[src/rtl/coprocessador_sel_param.sv]
// rtl/coprocessador_sel_param.sv - one-hot selector for N_ALG resize algorithms with buffered output
module coprocessador_sel_param #(
  parameter int PW         = 8,
  parameter int N_ALG      = 4,
  parameter int DIM_W      = 10,
  parameter int FIFO_DEPTH = 4,
  parameter int CNT_W      = 20
) (
  input  logic                clk,
  input  logic                resetn,
  input  logic                start,
  input  logic [N_ALG-1:0]    mode,
  input  logic [DIM_W-1:0]    largura_in,
  input  logic [DIM_W-1:0]    altura_in,
  input  logic [PW-1:0]       pixel_in,
  input  logic                pixel_in_valid,
  output logic                pixel_in_ready,
  output logic [N_ALG-1:0]    alg_start,
  input  logic [N_ALG*PW-1:0] alg_pixel,
  input  logic [N_ALG-1:0]    alg_valid,
  input  logic [N_ALG-1:0]    alg_done,
  input  logic [N_ALG-1:0]    alg_ready,
  output logic [PW-1:0]       pixel_out,
  output logic                pixel_out_valid,
  input  logic                pixel_out_ready,
  output logic                processing_done,
  output logic                busy,
  output logic                mode_error,
  output logic                overflow,
  output logic [CNT_W-1:0]    out_count
);

  localparam int AW = (FIFO_DEPTH > 1) ? $clog2(FIFO_DEPTH) : 1;

  localparam logic [1:0] S_IDLE  = 2'd0;
  localparam logic [1:0] S_RUN   = 2'd1;
  localparam logic [1:0] S_DRAIN = 2'd2;
  localparam logic [1:0] S_DONE  = 2'd3;

  localparam logic [N_ALG-1:0] MODE_ONE = 1;
  localparam logic [AW-1:0]    PTR_ONE  = 1;
  localparam logic [AW:0]      CNT_ONE  = 1;
  localparam logic [AW:0]      DEPTH_V  = (AW+1)'(FIFO_DEPTH);
  localparam logic [CNT_W-1:0] OUT_ONE  = 1;

  logic [1:0]       state, state_nx;
  logic [N_ALG-1:0] sel;

  logic [PW-1:0]    mem [FIFO_DEPTH];
  logic [AW-1:0]    wr_ptr, rd_ptr;
  logic [AW:0]      fifo_cnt;
  logic             fifo_full, fifo_empty;

  logic             mode_zero, mode_onehot, mode_multi, legal_start;
  logic             sel_valid, sel_done, sel_ready;
  logic [PW-1:0]    sel_pixel;
  logic             push_req, do_push, drop, pop;
  logic [PW-1:0]    push_data;

  // Dimensions reach the algorithms on external wiring; nothing here consumes them.
  logic unused_dims;
  assign unused_dims = ^{largura_in, altura_in};

  assign mode_zero   = (mode == '0);
  assign mode_onehot = !mode_zero && ((mode & (mode - MODE_ONE)) == '0);
  assign mode_multi  = !mode_zero && !mode_onehot;
  assign legal_start = (state == S_IDLE) && start && mode_onehot;

  always_comb begin
    sel_valid = 1'b0;
    sel_done  = 1'b0;
    sel_ready = 1'b0;
    sel_pixel = '0;
    for (int k = 0; k < N_ALG; k++) begin
      if (sel[k]) begin
        sel_valid = sel_valid | alg_valid[k];
        sel_done  = sel_done  | alg_done[k];
        sel_ready = sel_ready | alg_ready[k];
        sel_pixel = sel_pixel | alg_pixel[k*PW +: PW];
      end
    end
  end

  assign fifo_empty      = (fifo_cnt == '0);
  assign fifo_full       = (fifo_cnt == DEPTH_V);
  assign pixel_out_valid = !fifo_empty;
  assign pixel_out       = fifo_empty ? '0 : mem[rd_ptr];
  assign pop             = pixel_out_valid && pixel_out_ready;

  // Source of FIFO writes: raw input in bypass, the latched algorithm otherwise.
  always_comb begin
    push_req       = 1'b0;
    push_data      = sel_pixel;
    pixel_in_ready = 1'b0;
    case (state)
      S_IDLE: begin
        if (mode_zero) begin
          push_req       = pixel_in_valid;
          push_data      = pixel_in;
          pixel_in_ready = !fifo_full;
        end
      end
      S_RUN: begin
        push_req       = sel_valid;
        pixel_in_ready = sel_ready;
      end
      S_DRAIN: push_req = sel_valid;
      default: ;
    endcase
  end

  assign do_push = push_req && (!fifo_full || pop);
  assign drop    = push_req && fifo_full && !pop;

  always_comb begin
    state_nx = state;
    case (state)
      S_IDLE:  if (legal_start) state_nx = S_RUN;
      S_RUN:   if (sel_done) state_nx = S_DRAIN;
      S_DRAIN: if (fifo_empty) state_nx = S_DONE;
      default: state_nx = S_IDLE;
    endcase
  end

  assign busy            = (state == S_RUN) || (state == S_DRAIN);
  assign processing_done = (state == S_DONE);

  always_ff @(posedge clk or negedge resetn) begin
    if (!resetn) begin
      state      <= S_IDLE;
      sel        <= '0;
      alg_start  <= '0;
      mode_error <= 1'b0;
      overflow   <= 1'b0;
      out_count  <= '0;
    end else begin
      state     <= state_nx;
      alg_start <= legal_start ? mode : '0;
      if (legal_start) begin
        sel        <= mode;
        mode_error <= 1'b0;
        overflow   <= 1'b0;
        out_count  <= '0;
      end else begin
        if ((state == S_IDLE) && start && mode_multi)
          mode_error <= 1'b1;
        if (drop)
          overflow <= 1'b1;
        if (pop && (out_count != '1))
          out_count <= out_count + OUT_ONE;
      end
    end
  end

  always_ff @(posedge clk or negedge resetn) begin
    if (!resetn) begin
      wr_ptr   <= '0;
      rd_ptr   <= '0;
      fifo_cnt <= '0;
    end else begin
      if (do_push)
        wr_ptr <= wr_ptr + PTR_ONE;
      if (pop)
        rd_ptr <= rd_ptr + PTR_ONE;
      case ({do_push, pop})
        2'b10:   fifo_cnt <= fifo_cnt + CNT_ONE;
        2'b01:   fifo_cnt <= fifo_cnt - CNT_ONE;
        default: fifo_cnt <= fifo_cnt;
      endcase
    end
  end

  always_ff @(posedge clk) begin
    if (do_push)
      mem[wr_ptr] <= push_data;
  end

endmodule

[config.mk]
export PLATFORM = sky130hd
export DESIGN_NAME = coprocessador_sel_param
export DESIGN_NICKNAME = d
export VERILOG_FILES = /design/src/rtl/coprocessador_sel_param.sv
export SDC_FILE = /design/constraint.sdc
export NUM_CORES = 1
export LEC_CHECK = 0
export BUFFER_PORTS_ARGS = -buffer_cell sky130_fd_sc_hd__buf_4
export CELL_PAD_IN_SITES_DETAIL_PLACEMENT = 1
export CELL_PAD_IN_SITES_GLOBAL_PLACEMENT = 1
export CORE_MARGIN = 2
export CORE_UTILIZATION = 41
export CTS_BUF_LIST = sky130_fd_sc_hd__clkbuf_8
export CTS_CLUSTER_DIAMETER = 150
export DETAILED_ROUTE_END_ITERATION = 8
export PLACE_DENSITY_LB_ADDON = 0.1
export SLEW_MARGIN = 40
export SYNTH_ARGS = -nofsm -noshare
export SYNTH_HDL_FRONTEND = slang
export SYNTH_SLANG_ARGS = --single-unit
[constraint.sdc]
create_clock -name clk -period 2.4 [get_ports clk]
set_input_delay 0.24 -clock clk [delete_from_list [all_inputs] [get_ports clk]]
set_output_delay 0.24 -clock clk [all_outputs]
set_load 0.005 [all_outputs]
Yosys cells after proc, flatten, opt, wreduce, memory -nomap -nowiden
Memories as Yosys holds them, arrays and structs flattened.
Cells that the tools add are included.
{"block": "totals", "ff_bits": 39, "ram_bits": 32, "in_bits": 81, "output_inout_bits": 38, "word_cells": 103, "mem_count": 1}
{"name": "mem", "words": 4, "width": 8, "rd": 1, "rd_clocked_by_memory_dff": 0, "write_ports": 1, "line_no": "49", "text": "logic [PW-1:0] mem [FIFO_DEPTH];"}
{"block": "classes", "n_addsub": 6, "n_eq_ne": 10, "muxes": 37, "bitwise_logic": 13, "reduce_logical": 27}
{"op": "two-way mux 8 bit", "count": 7}
{"op": "two-way mux 20 bit", "count": 2}
{"op": "bitwise OR 8 bit", "count": 3}
{"op": "adder 20 x 1 -> 20 bit, second input constant", "count": 1}
{"op": "two-way mux 1 bit", "count": 20}
{"op": "!= test 20 bit, second input constant", "count": 1}
{"op": "logical AND 1 bit", "count": 10}
{"op": "bitwise OR 1 bit", "count": 9}
{"op": "logical NOT 4 bit", "count": 2}
{"op": "nonzero test 2 bit", "count": 4}
{"op": "== test 2 bit, second input constant", "count": 3}
{"op": "two-way mux 2 bit", "count": 3}
{"op": "!= test 2 bit, second input constant", "count": 3}
{"op": "one-hot mux 2 bit (3 select lines)", "count": 1}
{"op": "one-hot mux 3 bit (2 select lines)", "count": 1}
{"op": "logical NOT 1 bit", "count": 5}
{"op": "adder 2 x 1 -> 2 bit, second input constant", "count": 2}
{"op": "AND 4 bit", "count": 1}
{"op": "== test 2 x 1 -> 1 bit, second input constant", "count": 2}
{"op": "two-way mux 4 bit", "count": 1}
{"op": "one-hot mux 1 bit (2 select lines)", "count": 2}
{"op": "subtractor 4 x 1 -> 4 bit, second input constant", "count": 1}
{"op": "adder 3 x 1 -> 3 bit, second input constant", "count": 1}
{"op": "== test 3 bit, second input constant", "count": 1}
{"op": "other kinds (6)", "count": 7}

Depth between registers and ports, before layout
{"block": "depth", "word_depth": 12, "mapped_depth": 10, "depth_no_buf": 10}

Worst setup path before layout
OpenSTA, ideal clock, no wires.
{"block": "synth_path", "path_kind": "reg-to-reg", "startpoint": "register state[0]", "endpoint": "register fifo_cnt[2]", "setup_ps": 128, "t_arrival_ps": 1989, "required_time_ps": 2272, "slack_ps": 283, "stages_incl_launch_ff": 11, "path_buffers": 0, "synth_period_minus_slack_ps": 2117, "path_cell_list": "dfrtp_1 > inv_1 > ha_1 > inv_1 > a211o_1 > nand3_2 > inv_1 > fa_1 > nor2b_1 > o2bb2ai_1 > xor2_1"}
{"block": "synth_between", "elab_chain_len": 6, "elab_cells_between_ends": 10, "cone_classes": "eq/ne (4); mux (2); reduce/logical (4)"}
{"item": "start: declaration", "line_no": "46", "text": "logic [1:0] state, state_nx;"}
{"item": "start signal: assignment", "line_no": "137", "text": "state <= state_nx;"}
{"item": "== test 2 x 1 -> 1 bit or == test 2 bit (tied branches)", "line_no": "95", "text": "case (state)"}
{"item": "OR reduction 2 bit (no line)"}
{"item": "one-hot mux 1 bit (2 select lines) *", "line_no": "95"}
{"item": "logical AND 1 bit *", "line_no": "112", "text": "assign do_push = push_req && (!fifo_full || pop);"}
{"item": "== test 2 x 1 -> 1 bit or == test 2 bit (tied branches)", "line_no": "165", "text": "case ({do_push, pop})"}
{"item": "one-hot mux 3 bit (2 select lines) or nonzero test 2 bit (tied branches)"}
{"item": "end signal: assignment", "line_no": "166", "text": "2'b10: fifo_cnt <= fifo_cnt + CNT_ONE;"}
{"item": "end signal: assignment", "line_no": "167", "text": "2'b01: fifo_cnt <= fifo_cnt - CNT_ONE;"}
{"item": "end signal: assignment", "line_no": "168", "text": "default: fifo_cnt <= fifo_cnt;"}
{"item": "end: declaration", "line_no": "51", "text": "logic [AW:0] fifo_cnt;"}
Mark *: on every way between the ends. The rest lies on a longest branch, timed or not.
A chain may end at the register's enable or synchronous reset.

Final worst setup path
Ends and elaborated chain as after synthesis.

==> impl_metrics.ini <==
[cts]
cts_buffers = 9
cts.sinks = 71
clk_latency_ns = 0.35
cts_root_buf = clkbuf_8
cts_max_level = 3
clkTransAtPathRegs_ns = 0.09
cts_tree = yes
cts_buffer_depth = 2

[cells_and_area]
nFillCells = 941
nets = 512
seqCellArea_um2 = 1940
layout_commonest_cell = buf_4
syn_to_final_growth_pct = 30.4
multi_input_area_um2 = 1630
final_cell_mix = buf_4 (117), dfrtp_1 (39), nor2_1 (32), edfxtp_1 (32)
antenna_cells = 0
drive_above_1_share = 0.376

[place]
pre_cts_ws_ns = 0.112
finalWeightedCongestion = 0.763
port_buffers = 98
place_hpwl_mm = 7.38

[drt]
drt_iter0_markers = 85
vias_per_cell = 5.40
routed_wl_mm = 9.95
wire_per_inst_um = 18.6
drtAntennaViolNets = 0
drc = 0
first_pass_iters = 4
via_count = 2886

[timing]
setup_viol = 0
min_period_ns = 2.30
hold_ws_ns = 0.185
tightest_slew_ns = 0.538
fin_skew_ns = 0.0174
post-route-period-util = 0.960
slew_headroom = 0.640
setup_ws_ns = 0.0967
fmax_mhz = 434
hold_viol = 0
slew_violations = 0

[floorplanning]
initial_core_util = 0.423
row_count = 34
dieArea_um2 = 9820
die_h_um = 99.1
fp.dieW_um = 99.1
fp.coreArea_um2 = 8760
io-pin-count = 119

[global_routing]
grt_usage = 0.215
grt_max_degree = 40
gr-total-overflow = 0
antenna_found_initial = 0
grt_pass1_vias = 3141
grt_pass1_wl_mm = 16.3

[logic_synthesis]
yosys_warnings = 0
postSynthNetCount = 402
async_reset_ff_frac = 0.549
ys_types = 51
syn_inst = 311
yosysSeqAreaShare = 0.522
synth-main-ff-cell = dfrtp_1
synth_seq_cells = 71
netlist_area_um2 = 3710
synth_edf_count = 32
syn_area_per_cell_um2 = 11.9

[power_and_ir_drop]
swShare = 0.356
power_frac_comb = 0.433
switchingPower_uw = 1820
power.leakage_uw = 0.00210
seqPwrFrac = 0.378
p_int_uw = 3300
powerDensity_nw_per_um2 = 1060
p_clk_frac = 0.189
worst_ir_drop_vdd_uv = 425

[setup_path]
crit_type = reg2reg
critPathRequiredTime_ns = 2.61
cp-start-kind = flop
cp.arrival_ns = 2.52
cp-end-kind = flop
cp_max_fo = 4

[job]
cap_violations = 0

[min_path]
hp-class = in2reg

[status]
status = finished clean
-- flip-flops by register name, indices dropped and copies added, names as in the netlist --
name,cells
mem,32
out_count,20
alg_start,4
sel,4
fifo_cnt,3
rd_ptr,2
state,2
wr_ptr,2
mode_error,1
overflow,1
-- cells in the mapped netlist (3+ instances only) --
library cell / number / share of area
dfrtp_1: 39 / 0.26
edfxtp_1: 32 / 0.26
nor2_1: 32 / 0.032
a22oi_1: 18 / 0.036
xnor2_1: 18 / 0.043
and2_1: 15 / 0.025
nand2_1: 14 / 0.014
a31oi_1: 13 / 0.022
inv_1: 13 / 0.013
clkbuf_1: 9 / 0.0091
ha_1: 9 / 0.030
mux4_2: 8 / 0.049
o21ai_0: 8 / 0.011
buf_2: 7 / 0.0094
nand3_1: 7 / 0.0094
and3_1: 6 / 0.010
a21oi_1: 5 / 0.0067
mux2_2: 4 / 0.012
nor3_1: 4 / 0.0054
nor4_1: 4 / 0.0067
xor2_1: 4 / 0.0094
a2111oi_2: 3 / 0.012
a311oi_1: 3 / 0.0071
buf_6: 3 / 0.0091
nand3_2: 3 / 0.0081
-- worst paths after layout --
| path | from | endpoint | slack, ns | depth (start not counted) |
|---|---|---|---|---|
| max in group asynchronous | resetn | out_count[19]$_DFFE_PN0P_ | 1.61 | 2 |
| min in group asynchronous | resetn | sel[0]$_DFFE_PN0N_ | 0.42 | 2 |
| max | state[0]$_DFFE_PN0P_ | fifo_cnt[2]$_DFFE_PN0P_ | 0.1 | 10 |
| min reg2reg | overflow$_DFFE_PN0P_ | overflow$_DFFE_PN0P_ | 0.50 | 2 |
| min | start | mode_error$_DFFE_PN0P_ | 0.18 | 3 |
| max reg2reg | state[0]$_DFFE_PN0P_ | fifo_cnt[2]$_DFFE_PN0P_ | 0.1 | 10 |
-- worst max-delay path: stages (launching register included) --
cell and delay [ns]:
dfrtp_1 0.41, inv_1 0.08, ha_1 0.30, inv_1 0.05, a211o_1 0.30, nand3_2 0.11, inv_1 0.06, fa_1 0.39
nor2b_1 0.16, o2bb2ai_1 0.15, xor2_1 0.17
-- final cells by class --
type,instances,area share
clock buffers,9,0.0256
clock inverters,7,0.0155
inverters,13,0.0101
multi-input cells,208,0.337
flip-flops and latches,71,0.400
well taps,108,0.0279
repair buffers,118,0.184
-- per-layer routing --
layer	up-vias	part of all wire	routed length, um	track usage
met5	-	0	0	0
met4	0	0.015	145	0.0580
met3	15	0.041	407	0.0534
met2	69	0.51	5030	0.362
met1	1436	0.44	4360	0.277
li1	1366	-	-	-
-- timing repair --
action,in CTS,in global routing
hold buffers,1,0
hold endpoints to repair,39,0
setup endpoints to repair,0,2
setup buffers,0,4
resized for setup,0,2
-- power groups by stage --
stage	clock network, uW	registers (uW)	logic [uW]
after floorplan	0	1860	1310
after global placement	0	1930	2080
after detailed placement	0	1970	2170
after CTS	986	1940	2200
after global routing	1040	1980	2450
final	966	1940	2220
-- through the flow --
stage / cells / utilization / power, uW / cell area, um^2 / setup TNS [ns]
2_1_floorplan: 311 / - / 3170 / 3710 / 0
3_3_place_gp: 513 / 0.524 / 4020 / 4590 / 0
3_5_place_dp: 513 / 0.524 / 4140 / 4590 / 0
4_1_cts: 530 / 0.548 / 5130 / 4800 / 0
5_1_grt: 534 / 0.552 / 5460 / 4840 / -0.0229
6_report: 534 / 0.552 / 5120 / 4840 / 0
-- cells by family after synthesis --
logic type,share of synthesized area
multiplexers,0.0675
flip-flops,0.522
XOR/XNOR,0.0520
buffers and inverters,0.0408
AND/OR/NAND/NOR,0.151
adder cells (fa/ha/maj),0.0385
AO/OA/AOI/OAI,0.128
No activity file was read; power rests on OpenSTA's default activity.
